**config.mk**
```make
export PLATFORM = sky130hd
export DESIGN_NAME = gpu_cmd_dispatch
export DESIGN_NICKNAME = d
export VERILOG_FILES = /design/src/rtl/gpu_cmd_dispatch.sv
export SDC_FILE = /design/constraint.sdc
export NUM_CORES = 1
export LEC_CHECK = 0
export ABC_AREA = 1
export ABC_CLOCK_PERIOD_IN_PS = 3420
export CORE_MARGIN = 10
export CORE_UTILIZATION = 38
export CTS_BUF_LIST = sky130_fd_sc_hd__clkbuf_8
export CTS_CLUSTER_DIAMETER = 150
export CTS_CLUSTER_SIZE = 10
export DETAILED_ROUTE_END_ITERATION = 8
export GPL_TIMING_DRIVEN = 0
export PLACE_DENSITY = 0.93
export SLEW_MARGIN = 40
export SYNTH_ARGS = -nofsm -noshare
export SYNTH_HDL_FRONTEND = slang
export SYNTH_SLANG_ARGS = --single-unit
```
**constraint.sdc**
```tcl
create_clock -name clk -period 3.42 [get_ports clk]
set_input_delay 0.684 -clock clk [delete_from_list [all_inputs] [get_ports clk]]
set_output_delay 0.684 -clock clk [all_outputs]
set_load 0.005 [all_outputs]
```
**src/rtl/gpu_cmd_dispatch.sv**
```systemverilog
// gpu_cmd_dispatch: single-host command front end for the GPU core array.
// Routes each host command to one core lane, or broadcasts a write to all
// lanes. For a read, it captures the lane's read data after RD_LAT cycles and
// returns that data on the response channel.
module gpu_cmd_dispatch #(
  parameter int N_CORES    = 8,
  parameter int DATA_WIDTH = 24,
  parameter int ADDR_WIDTH = 16,
  parameter int CORE_W     = 4,
  parameter int RD_LAT     = 2
) (
  input  logic                          clk,
  input  logic                          rst,
  input  logic                          host_valid,
  output logic                          host_ready,
  input  logic                          host_write,
  input  logic                          host_bcast,
  input  logic [CORE_W-1:0]             host_core,
  input  logic [ADDR_WIDTH-1:0]         host_addr,
  input  logic [DATA_WIDTH-1:0]         host_wdata,
  output logic                          rsp_valid,
  input  logic                          rsp_ready,
  output logic [DATA_WIDTH-1:0]         rsp_data,
  output logic [CORE_W-1:0]             rsp_core,
  output logic                          err_pulse,
  output logic [N_CORES-1:0]            core_valid,
  input  logic [N_CORES-1:0]            core_ready,
  output logic                          core_write,
  output logic [ADDR_WIDTH-1:0]         core_addr,
  output logic [DATA_WIDTH-1:0]         core_wdata,
  input  logic [N_CORES*DATA_WIDTH-1:0] core_rdata
);

  typedef enum logic [1:0] {IDLE, ISSUE, RD_WAIT, RESP} state_t;

  localparam int CNT_W = $clog2(RD_LAT + 1);
  localparam logic [CORE_W:0] N_CORES_W = (CORE_W + 1)'(N_CORES);

  state_t                  state_q;
  logic [N_CORES-1:0]      pending_q;
  logic [N_CORES-1:0]      pending_d;
  logic                    host_ready_q;
  logic                    rsp_valid_q;
  logic [DATA_WIDTH-1:0]   rsp_data_q;
  logic [CORE_W-1:0]       rsp_core_q;
  logic                    err_q;
  logic                    write_q;
  logic [ADDR_WIDTH-1:0]   addr_q;
  logic [DATA_WIDTH-1:0]   wdata_q;
  logic [CORE_W-1:0]       sel_q;
  logic [CNT_W-1:0]        rd_cnt_q;

  logic [N_CORES-1:0]      onehot;
  logic                    in_range;
  logic                    is_bcast;
  logic [DATA_WIDTH-1:0]   sel_rdata;

  // Decode the host target, select the read lane, and compute the lanes still pending.
  always_comb begin
    // NOTE: every combinational output gets a default first so no path can infer a latch.
    onehot    = '0;
    sel_rdata = '0;
    for (int i = 0; i < N_CORES; i++) begin
      onehot[i] = (host_core == CORE_W'(i));
      if (sel_q == CORE_W'(i)) sel_rdata = core_rdata[i*DATA_WIDTH +: DATA_WIDTH];
    end
    in_range  = ({1'b0, host_core} < N_CORES_W);
    // A broadcast read is treated as a unicast read of host_core.
    is_bcast  = host_write & host_bcast;
    // Lanes outside pending_q are masked, so their core_ready is ignored.
    pending_d = pending_q & ~core_ready;
  end

  // Command FSM. pending_q doubles as core_valid and is zero outside ISSUE.
  always_ff @(posedge clk or posedge rst) begin
    if (rst) begin
      state_q      <= IDLE;
      pending_q    <= '0;
      host_ready_q <= 1'b1;
      rsp_valid_q  <= 1'b0;
      rsp_data_q   <= '0;
      rsp_core_q   <= '0;
      err_q        <= 1'b0;
      write_q      <= 1'b0;
      addr_q       <= '0;
      wdata_q      <= '0;
      sel_q        <= '0;
      rd_cnt_q     <= '0;
    end else begin
      // NOTE: sequential state uses non-blocking assignments, so every register updates from pre-edge values.
      err_q <= 1'b0;
      case (state_q)
        IDLE: begin
          if (host_valid) begin
            write_q <= host_write;
            addr_q  <= host_addr;
            wdata_q <= host_wdata;
            sel_q   <= host_core;
            if (is_bcast) begin
              pending_q    <= {N_CORES{1'b1}};
              host_ready_q <= 1'b0;
              state_q      <= ISSUE;
            end else if (!in_range) begin
              err_q <= 1'b1;
            end else begin
              pending_q    <= onehot;
              host_ready_q <= 1'b0;
              state_q      <= ISSUE;
            end
          end
        end
        ISSUE: begin
          pending_q <= pending_d;
          if (pending_d == '0) begin
            if (write_q) begin
              host_ready_q <= 1'b1;
              state_q      <= IDLE;
            end else begin
              rd_cnt_q <= CNT_W'(RD_LAT);
              state_q  <= RD_WAIT;
            end
          end
        end
        RD_WAIT: begin
          rd_cnt_q <= rd_cnt_q - 1'b1;
          if (rd_cnt_q == CNT_W'(1)) begin
            rsp_data_q  <= sel_rdata;
            rsp_core_q  <= sel_q;
            rsp_valid_q <= 1'b1;
            state_q     <= RESP;
          end
        end
        RESP: begin
          if (rsp_ready) begin
            rsp_valid_q  <= 1'b0;
            host_ready_q <= 1'b1;
            state_q      <= IDLE;
          end
        end
        default: begin
          pending_q    <= '0;
          host_ready_q <= 1'b1;
          state_q      <= IDLE;
        end
      endcase
    end
  end

  assign host_ready = host_ready_q;
  assign rsp_valid  = rsp_valid_q;
  assign rsp_data   = rsp_data_q;
  assign rsp_core   = rsp_core_q;
  assign err_pulse  = err_q;
  assign core_valid = pending_q;
  assign core_write = write_q;
  assign core_addr  = addr_q;
  assign core_wdata = wdata_q;

endmodule

```
==> impl_metrics.json <==
{
  "final_layout_size_suffix_gt1_frac": 0.03819,
  "slowest_delay_ps": 590,
  "ys_ff_latch": 88,
  "final.fill_count": 1105,
  "syn_avg_cell_area_sq_um": 6.631,
  "vias_per_cell": 4.980,
  "power_per_cell_area_mw_per_mm2": 645.1,
  "num_rows": 42,
  "hold_slack_ps": 472.7,
  "antenna_left": 0,
  "cts_buffers": 9,
  "die_h_um": 136.7,
  "grt_pass1_wl_mm": 35.82,
  "ir_drop_mv": 0.4471,
  "clk_path_buf_depth": 2,
  "synth_cells": 780,
  "routed_wl_mm": 23.96,
  "start_util": 0.3890,
  "yosysWarnings": 0,
  "diodes": 0,
  "hold_class": "reg2reg",
  "worstSetupStartpointType": "register",
  "wl_per_cell_um": 18.40,
  "leakage_nw": 4.204,
  "crit_family": "simple AND/OR/NAND/NOR gates",
  "grt_pass1_vias": 6299,
  "yosys.cell_types.count": 21,
  "clk-insertion-delay-late_ps": 360,
  "core_region_area_sq_mm": 0.01330,
  "synth-seq-area-share": 0.4260,
  "worst-path-buf-inv": 1,
  "cts_setup_buffers": 0,
  "fin_skew_ps": 8.666,
  "gp_congestion": 0.9951,
  "worst_setup_path_end_kind": "register",
  "dpl.hpwl_mm": 20.01,
  "syn_nets": 1031,
  "slew_violations": 0,
  "hold_violations": 0,
  "critical_path_class": "reg2reg",
  "htreeDepth": 3,
  "finalCriticalPeriod_ps": 2236,
  "dieArea_sq_mm": 0.01868,
  "multiInputGateArea_sq_mm": 0.002527,
  "fin_cells": 1302,
  "required_ps": 3720,
  "clockRootBuffer": "clkbuf_8",
  "path_clk_slew_ps": 90,
  "crit_chain": "nor2_1 -> nand3_1 -> clkbuf_1 -> nor2_1 -> nor2_1 -> nand4_1 -> nand2_1 -> nand2_1",
  "slew_headroom": 0.5015,
  "seq_area_sq_mm": 0.002203,
  "cp.arrival_ps": 2530,
  "status": "finished clean",
  "setup_viol": 0,
  "worstPathMaxFanout": 10,
  "finalCritPeriodShare": 0.6537,
  "syn-cell-area_sq_mm": 0.005172,
  "dpl.cell_count": 1286,
  "drv_cap": 0,
  "grt_usage": 0.2472,
  "critical_path.slowest_cell": "nor2_1",
  "fin_nets": 1372,
  "cp_common_cell": "nor2_1",
  "postCtsHoldBufs": 0,
  "rsz0062_at_grt": "no",
  "overflow": 0,
  "io_buffers": 329,
  "post-route-drc-count": 0,
  "cts-resized-gates": 0,
  "area_growth_pct": 72.38,
  "first_iter_violations": 384,
  "grt_antenna_before_repair": 0,
  "worst_pin_slew_ps": 745.0,
  "boundaryPins": 330,
  "grt_max_degree": 57,
  "cts_tree": "yes",
  "dr.pass1.iters": 8,
  "vias": 6484,
  "final_cell_mix": "clkdlybuf4s50_1, nand2_1, nand3_1",
  "chipWidth_um": 136.7,
  "cts.sinks": 88,
  "fmax_mhz": 447.3,
  "final_common_cell": "clkdlybuf4s50_1"
}
stage by stage:
stage	util	instance area, sq um	worst slack [ps]	setup TNS, ps	power [W]
floorplan	-	5172	459.1	0	0.003325
global placement	0.6533	8686	-947.1	-82140	0.004966
detailed placement	0.6558	8718	1025	0	0.005042
CTS	0.6706	8916	1200	0	0.005789
global route	0.6706	8916	964.1	0	0.006222
finish	0.6706	8916	1184	0	0.005751
cells in the mapped netlist, drive strengths merged:
| cell type | count | area share |
|---|---|---|
| o221ai | 4 | 0.0068 |
| or2 | 6 | 0.0073 |
| nand3 | 102 | 0.099 |
| dfrtp | 87 | 0.42 |
| and2 | 1 | 0.0012 |
| nand2 | 287 | 0.21 |
| ha | 1 | 0.0024 |
| a21oi | 20 | 0.019 |
| dfstp | 1 | 0.0051 |
| nor3 | 13 | 0.017 |
| nor2 | 76 | 0.056 |
| clkbuf | 28 | 0.020 |
| nand4 | 25 | 0.030 |
| o21ai | 43 | 0.042 |
| buf | 11 | 0.011 |
| inv | 75 | 0.054 |
final timing paths:
path | startpoint | to | slack (ps) | cells past startpoint
max | sel_q[2] | rsp_data[2] | 1180 | 8
min | core_wdata[18] | core_wdata[18] | 470 | 2
max reg2reg | sel_q[2] | rsp_data[2] | 1180 | 8
min reg2reg | core_wdata[18] | core_wdata[18] | 470 | 2
max in group asynchronous | rst | host_ready | 2150 | 3
min in group asynchronous | rst | core_addr[3] | 670 | 2
state kept, by name, indices dropped and copies added, names as in the netlist, 2 cells and up, named ones only:
| register | flops |
|---|---|
| core_addr | 16 |
| core_valid | 8 |
| core_wdata | 24 |
| rd_cnt_q | 2 |
| rsp_core | 4 |
| rsp_data | 24 |
| sel_q | 4 |
report_power, final:
part	switching, W	internal [W]	total [W]
combinational	0.00172	0.00155	0.00327
clock	0.000366	0.000354	0.000719
sequential	0.000272	0.00149	0.00176
worst min-delay path, stage by stage, from the launching register on:
cell and delay (ps):
dfrtp_1 350, nand2_1 50, nand2_1 40
cell families after synthesis:
logic type	count (synthesis)	share of synthesized area
compound gates	67	0.06773
fa+ha+maj	1	0.002419
buf+inv	114	0.08539
flops	88	0.4260
simple gates	510	0.4185
cell type report:
cell class | count | share of cell area
buffer | 39 | 0.01796
clock buffer | 10 | 0.01544
clock inverter | 6 | 0.006736
inverter | 75 | 0.03214
multi-input combinational | 578 | 0.2835
sequential | 88 | 0.2471
tap | 176 | 0.02470
timing repair buffer | 330 | 0.3724
per-layer routing:
metal	routed length, um	GRT usage	up-vias
met3	2786	0.08981	42
met4	668	0.07160	0
met1	8837	0.2783	2953
li1	-	-	3171
met5	0	0	-
met2	11660	0.4285	318
(Power assumes the default switching activity.)
